==> config.mk <==
export PLATFORM = sky130hd
export DESIGN_NAME = fetch_unit
export DESIGN_NICKNAME = d
export VERILOG_FILES = /design/src/rtl/fetch_unit.sv
export SDC_FILE = /design/constraint.sdc
export NUM_CORES = 1
export LEC_CHECK = 0
export CORE_ASPECT_RATIO = 0.9
export CORE_MARGIN = 2
export CORE_UTILIZATION = 35
export CTS_CLUSTER_DIAMETER = 100
export DETAILED_ROUTE_END_ITERATION = 10
export PLACE_DENSITY = 0.66
export RECOVER_POWER = 25
export SKIP_LAST_GASP = 1
export SYNTH_ARGS = -nofsm -noshare
export SYNTH_HDL_FRONTEND = slang
export SYNTH_SLANG_ARGS = --single-unit
export TNS_END_PERCENT = 20
==> constraint.sdc <==
create_clock -name clk -period 2 [get_ports clk]
set_input_delay 0.2 -clock clk [delete_from_list [all_inputs] [get_ports clk]]
set_output_delay 0.2 -clock clk [all_outputs]
set_load 0.01 [all_outputs]
==> src/rtl/fetch_unit.sv <==
// Program counter and fetch stage feeding the instruction ROM; registers the fetched word for the decoder.
// Optional return-address link (call/ret ports, link_addr output) is enabled by defining FETCH_LINK_EN.
module fetch_unit #(
    parameter int                     ROM_SIZE    = 512,
    parameter int                     INSTR_WIDTH = 9,
    parameter logic [INSTR_WIDTH-1:0] HALT_WORD   = 9'b111000000,
    localparam int                    AW          = $clog2(ROM_SIZE) + 1
) (
    input  logic                   clk,
    input  logic                   reset,
    input  logic                   start,
    input  logic                   stall,
    input  logic                   branch_taken,
    input  logic [AW-1:0]          branch_target,
`ifdef FETCH_LINK_EN
    input  logic                   call,
    input  logic                   ret,
    output logic [AW-1:0]          link_addr,
`endif
    input  logic [INSTR_WIDTH-1:0] instr_in,
    output logic [AW-1:0]          instr_addr,
    output logic [INSTR_WIDTH-1:0] instr_out,
    output logic                   instr_valid,
    output logic                   busy,
    output logic                   done,
    output logic                   fault
);

    localparam logic [AW-1:0] ROM_LIMIT = AW'(ROM_SIZE);
    localparam logic [AW-1:0] LAST_ADDR = AW'(ROM_SIZE - 1);

    typedef enum logic [1:0] {
        IDLE   = 2'd0,
        RUN    = 2'd1,
        HALTED = 2'd2
    } state_t;

    state_t                   r_state;
    logic [AW-1:0]            r_pc_p0;
    logic [INSTR_WIDTH-1:0]   r_instr_p1;
    logic                     r_vld_p1;
    logic                     r_done;
    logic                     r_fault;
`ifdef FETCH_LINK_EN
    logic [AW-1:0]            r_link;
`endif

    logic                     w_target_ok;
    logic                     w_is_halt;
    logic                     w_at_end;

    assign w_target_ok = (branch_target < ROM_LIMIT);
    assign w_is_halt   = (instr_in == HALT_WORD);
    assign w_at_end    = (r_pc_p0 == LAST_ADDR);

    // Stage p0 -> p1: pc addresses the ROM, the returned word is captured into instr_out.
    always_ff @(posedge clk) begin
        if (reset) begin
            r_state    <= IDLE;
            r_pc_p0    <= '0;
            r_instr_p1 <= '0;
            r_vld_p1   <= 1'b0;
            r_done     <= 1'b0;
            r_fault    <= 1'b0;
`ifdef FETCH_LINK_EN
            r_link     <= '0;
`endif
        end else begin
            case (r_state)
                IDLE: begin
                    r_pc_p0  <= '0;
                    r_vld_p1 <= 1'b0;
                    if (start) begin
                        r_done  <= 1'b0;
                        r_fault <= 1'b0;
                        r_state <= RUN;
                    end
                end

                RUN: begin
                    if (branch_taken) begin
                        // The word currently at pc belongs to the wrong path and is dropped.
                        r_vld_p1 <= 1'b0;
`ifdef FETCH_LINK_EN
                        if (call) begin
                            r_link <= r_pc_p0;
                        end
`endif
                        if (w_target_ok) begin
                            r_pc_p0 <= branch_target;
                        end else begin
                            r_fault <= 1'b1;
                            r_done  <= 1'b1;
                            r_state <= HALTED;
                        end
`ifdef FETCH_LINK_EN
                    end else if (ret) begin
                        r_pc_p0  <= r_link;
                        r_vld_p1 <= 1'b0;
`endif
                    end else if (stall) begin
                        r_pc_p0    <= r_pc_p0;
                    end else if (w_is_halt) begin
                        r_instr_p1 <= instr_in;
                        r_vld_p1   <= 1'b1;
                        r_done     <= 1'b1;
                        r_state    <= HALTED;
                    end else begin
                        r_instr_p1 <= instr_in;
                        r_vld_p1   <= 1'b1;
                        // No wrap past the last ROM word: that is an address fault.
                        if (w_at_end) begin
                            r_fault <= 1'b1;
                            r_done  <= 1'b1;
                            r_state <= HALTED;
                        end else begin
                            r_pc_p0 <= r_pc_p0 + 1'b1;
                        end
                    end
                end

                HALTED: begin
                    r_vld_p1 <= 1'b0;
                    if (start) begin
                        r_done  <= 1'b0;
                        r_fault <= 1'b0;
                        r_pc_p0 <= '0;
                        r_state <= RUN;
                    end
                end

                default: begin
                    r_state  <= IDLE;
                    r_pc_p0  <= '0;
                    r_vld_p1 <= 1'b0;
                end
            endcase
        end
    end

    assign instr_addr  = r_pc_p0;
    assign instr_out   = r_instr_p1;
    assign instr_valid = r_vld_p1;
    assign busy        = (r_state == RUN);
    assign done        = r_done;
    assign fault       = r_fault;
`ifdef FETCH_LINK_EN
    assign link_addr   = r_link;
`endif

endmodule
==> Flow_metrics.wiki <==
{| class="wikitable"
! Metric !! Value
|-
| Result of the run || finished, violations left
|-
| Violations in the final reports || setup timing
|-
| Synth cell count leaders || sky130_fd_sc_hd__nand2_1 (26), sky130_fd_sc_hd__dfxtp_1 (24), sky130_fd_sc_hd__a21oi_1 (13), sky130_fd_sc_hd__nor2_1 (13), sky130_fd_sc_hd__o21ai_0 (9)
|-
| Sequential cell fraction of total power || 49.2%
|-
| Switch share || 25.4%
|-
| Clock Pin Slew Worst Setup and Hold Paths || 0.08 ns
|-
| Critical Path Start Type || flip-flop
|-
| Number of warnings printed during yosys synthesis || 0
|-
| Synth Cell Area || ~1300 µm²
|-
| Multi-input logic area || roughly 730 µm²
|-
| Maximum clock frequency || 0.500 GHz
|-
| Wire length of the first global-routing pass || about 5.6 mm
|-
| Critical path peak fanout || 6
|-
| Max-slew violation count || 0
|-
| HPWL after DPL || ~2.6 mm
|-
| First DRT Iteration DRCs || 85
|-
| Detailed-route via count || 1346
|-
| Initial Util || 36.9%
|-
| Number of levels the H-tree was split into || 1
|-
| Sequential cell area || 482 µm²
|-
| Final period util || 100%
|-
| VDD IR max || 436 µV
|-
| Synth Net Count || 184
|-
| Clock latency on the worst-skew pair || 0.26 ns
|-
| Number of flops mapped to enable cells by yosys || 0
|-
| Standard cell core area || 3430 µm²
|-
| Die Y || 61.0 µm
|-
| Library cell with the highest instance count after synthesis || sky130_fd_sc_hd__nand2_1
|-
| Seq cells post-synth || 24
|-
| Final setup viols || 1
|-
| Worst Path Required || 1.80 ns
|-
| Post-Place Cells || 260
|-
| TritonCTS clock tree || built
|-
| Antenna viol nets, final || 0
|-
| Number of I/O pins || 47
|-
| Internal power component || 0.000773 W
|-
| Post-synth top area share || 38.0%
|-
| Count of unresolved DRC violations after routing || 0
|-
| Share of post-route cells with drive strength above 1 || 13.0%
|-
| Cell area reported after detailed placement || 1880 µm²
|-
| Number of global-route vias before repair || 1244
|-
| Net total in the final layout || 250
|-
| Root buffer cell || sky130_fd_sc_hd__clkbuf_8
|-
| Remaining max-slew budget at the tightest pin || 77.1%
|-
| Unrepaired setup endpoints after global routing || yes
|-
| Avg Inst Size Synth || between 7 and 8 µm²
|-
| Length of the first detailed-routing pass in iterations || 5
|-
| Pwr Density || between 500 and 600 nW/µm²
|-
| Type of the worst min-delay path || reg -> reg
|-
| Kind of end point of the critical path || primary output
|-
| Biggest area contributors in the synthesized netlist || sky130_fd_sc_hd__dfxtp_1 (38%), sky130_fd_sc_hd__nand2_1 (7.7%), sky130_fd_sc_hd__a21oi_1 (5.1%)
|-
| Worst setup path category || reg -> out
|-
| Design Area, Final || 1980 µm²
|-
| Total wirelength of the detailed-routed design || 3.44 mm
|-
| # rows || 20
|-
| Count of endpoints failing hold in the final timing report || 0
|-
| Final setup slack of the worst path || -0.000691 ns
|-
| Synthesis-to-layout area growth || 56.7%
|-
| Non-filler cells, final || 267
|-
| Min Clock Period, post-route || 2.00 ns
|-
| Worst-case setup slack after placement || -0.440 ns
|-
| Final cell utilization of the core || between 50 and 60%
|-
| Sequential area share after synthesis || 38.0%
|-
| Global Route Usage Sum || 17.8%
|-
| Leakage || 0.765 nW
|-
| Antenna violations before repair || 0
|-
| Clk buf depth || 2
|-
| Filler instances || 304
|-
| Max-Cap Viols || 0
|-
| Pin count of the biggest net entering global routing || 20
|-
| Average wire per cell in the routed design || 12.9 µm
|-
| Largest area contributor in the netlist || sky130_fd_sc_hd__dfxtp_1
|-
| Total clock sinks || 24
|-
| Reported net switching power || 0.000263 W
|-
| Fraction of registers with async set/reset || 0%
|-
| Distinct cell type count after synthesis || 37
|-
| Die Width || 67.3 µm
|-
| Remaining Overflow, GRT || 0
|-
| Syn Inst Count || 159
|-
| Via-per-instance ratio || 5.04
|-
| Floorplan die area || ~4100 µm²
|-
| Final weighted congestion in routability-driven placement || 0.818
|-
| Final setup skew || 0.00239 ns
|-
| Clk pwr share || 26.4%
|-
| WP data arrival || around 1.8 ns
|-
| Top_reg_cell synth || sky130_fd_sc_hd__dfxtp_1
|-
| Final-layout worst hold slack || 0.456 ns
|-
| Hold buffer count at cts || 0
|-
| Slew at the pin closest to its max-slew limit || 0.343 ns
|-
| Number of clock buffers inserted by TritonCTS || 3
|-
| Number of inserted diodes || 0
|-
| # port buffers || 46
|-
| Power share of the combinational group || 24.5%
|}
## sequential cells by signal, summed over array words and instances (netlist names)
name,flops
instr_addr,10
fault,1
done,1
r_state,2
instr_valid,1
instr_out,9
## cells by family after synthesis
logic type,count (synthesis),synth area share (%)
fa+ha+maj,1,0.990
compound gates,39,19.1
xor+xnor,7,4.85
buf+inv,11,4.55
mux,3,2.38
flops,24,38.0
simple gates,74,30.1
## metal layers
layer | share of wire [%] | routed length (µm) | track usage, %
met5 | 0 | 0 | 0
met2 | 48 | 1660 | 28.7
met1 | 47 | 1630 | 25.1
met4 | 0 | 0 | 2.62
met3 | 4.4 | 150 | 3.71
## critical path, cell delays in order, from the launching register on
cell	delay (ns)
sky130_fd_sc_hd__dfxtp_2	0.37
sky130_fd_sc_hd__or2b_1	0.29
sky130_fd_sc_hd__buf_4	0.16
sky130_fd_sc_hd__inv_1	0.15
sky130_fd_sc_hd__clkdlybuf4s50_1	0.57
## final timing paths
kind | endpoint | slack (ns) | start | cells after the start
max | busy | -0.0007 | r_state[0] | 4
min | instr_out[1] | 0.46 | instr_out[1] | 2
max reg2reg | instr_addr[6] | 0.16 | r_state[1] | 7
min reg2reg | instr_out[1] | 0.46 | instr_out[1] | 2
## cells in the final DEF, fill, tap and decap left out, types with 3 or more instances in the layout
cell,count
sky130_fd_sc_hd__clkdlybuf4s50_1,36
sky130_fd_sc_hd__nand2_1,26
sky130_fd_sc_hd__dfxtp_1,23
sky130_fd_sc_hd__buf_4,21
sky130_fd_sc_hd__nor2_1,13
sky130_fd_sc_hd__a21oi_1,13
sky130_fd_sc_hd__dlygate4sd3_1,10
sky130_fd_sc_hd__o21ai_0,9
sky130_fd_sc_hd__nand3_1,8
sky130_fd_sc_hd__nand2b_1,7
sky130_fd_sc_hd__xor2_1,6
sky130_fd_sc_hd__nor3_1,4
sky130_fd_sc_hd__o21ai_1,4
sky130_fd_sc_hd__inv_1,3
sky130_fd_sc_hd__nand4_1,3
sky130_fd_sc_hd__mux2i_1,3
sky130_fd_sc_hd__clkbuf_8,3
## metrics by stage
step	total power, W	TNS, ns
2_1_floorplan	0.000628	0
3_3_place_gp	0.000747	-2.80
3_5_place_dp	0.000753	-3.49
4_1_cts	0.00103	-0.0594
5_1_grt	0.00109	-0.0538
6_report	0.00104	-0.000691
## area by class of cell
| class | count | area share (%) |
|---|---|---|
| Timing Repair Buffer | 69 | 33.2 |
| Multi-Input combinational cell | 124 | 37.0 |
| Inverter | 3 | 0.569 |
| Sequential cell | 24 | 24.3 |
| Clock buffer | 3 | 2.08 |
| Tap cell | 44 | 2.78 |
## power groups by stage
stage / clock network [W] / logic (W) / registers (W)
floorplan: 0 / 0.0000958 / 0.000532
global placement: 0 / 0.000228 / 0.000520
detailed placement: 0 / 0.000232 / 0.000521
CTS: 0.000285 / 0.000236 / 0.000509
global route: 0.000302 / 0.000275 / 0.000512
finish: 0.000273 / 0.000254 / 0.000509
## what timing repair did
| action | 4_1_cts | 5_1_grt |
|---|---|---|
| resized for setup | 1 | 1 |
| endpoints found under the setup margin | 9 | 6 |
| pin swaps | 0 | 1 |
| gates cloned | 0 | 0 |
| setup buffers | 0 | 4 |
Power figures use the tool's default switching activity.
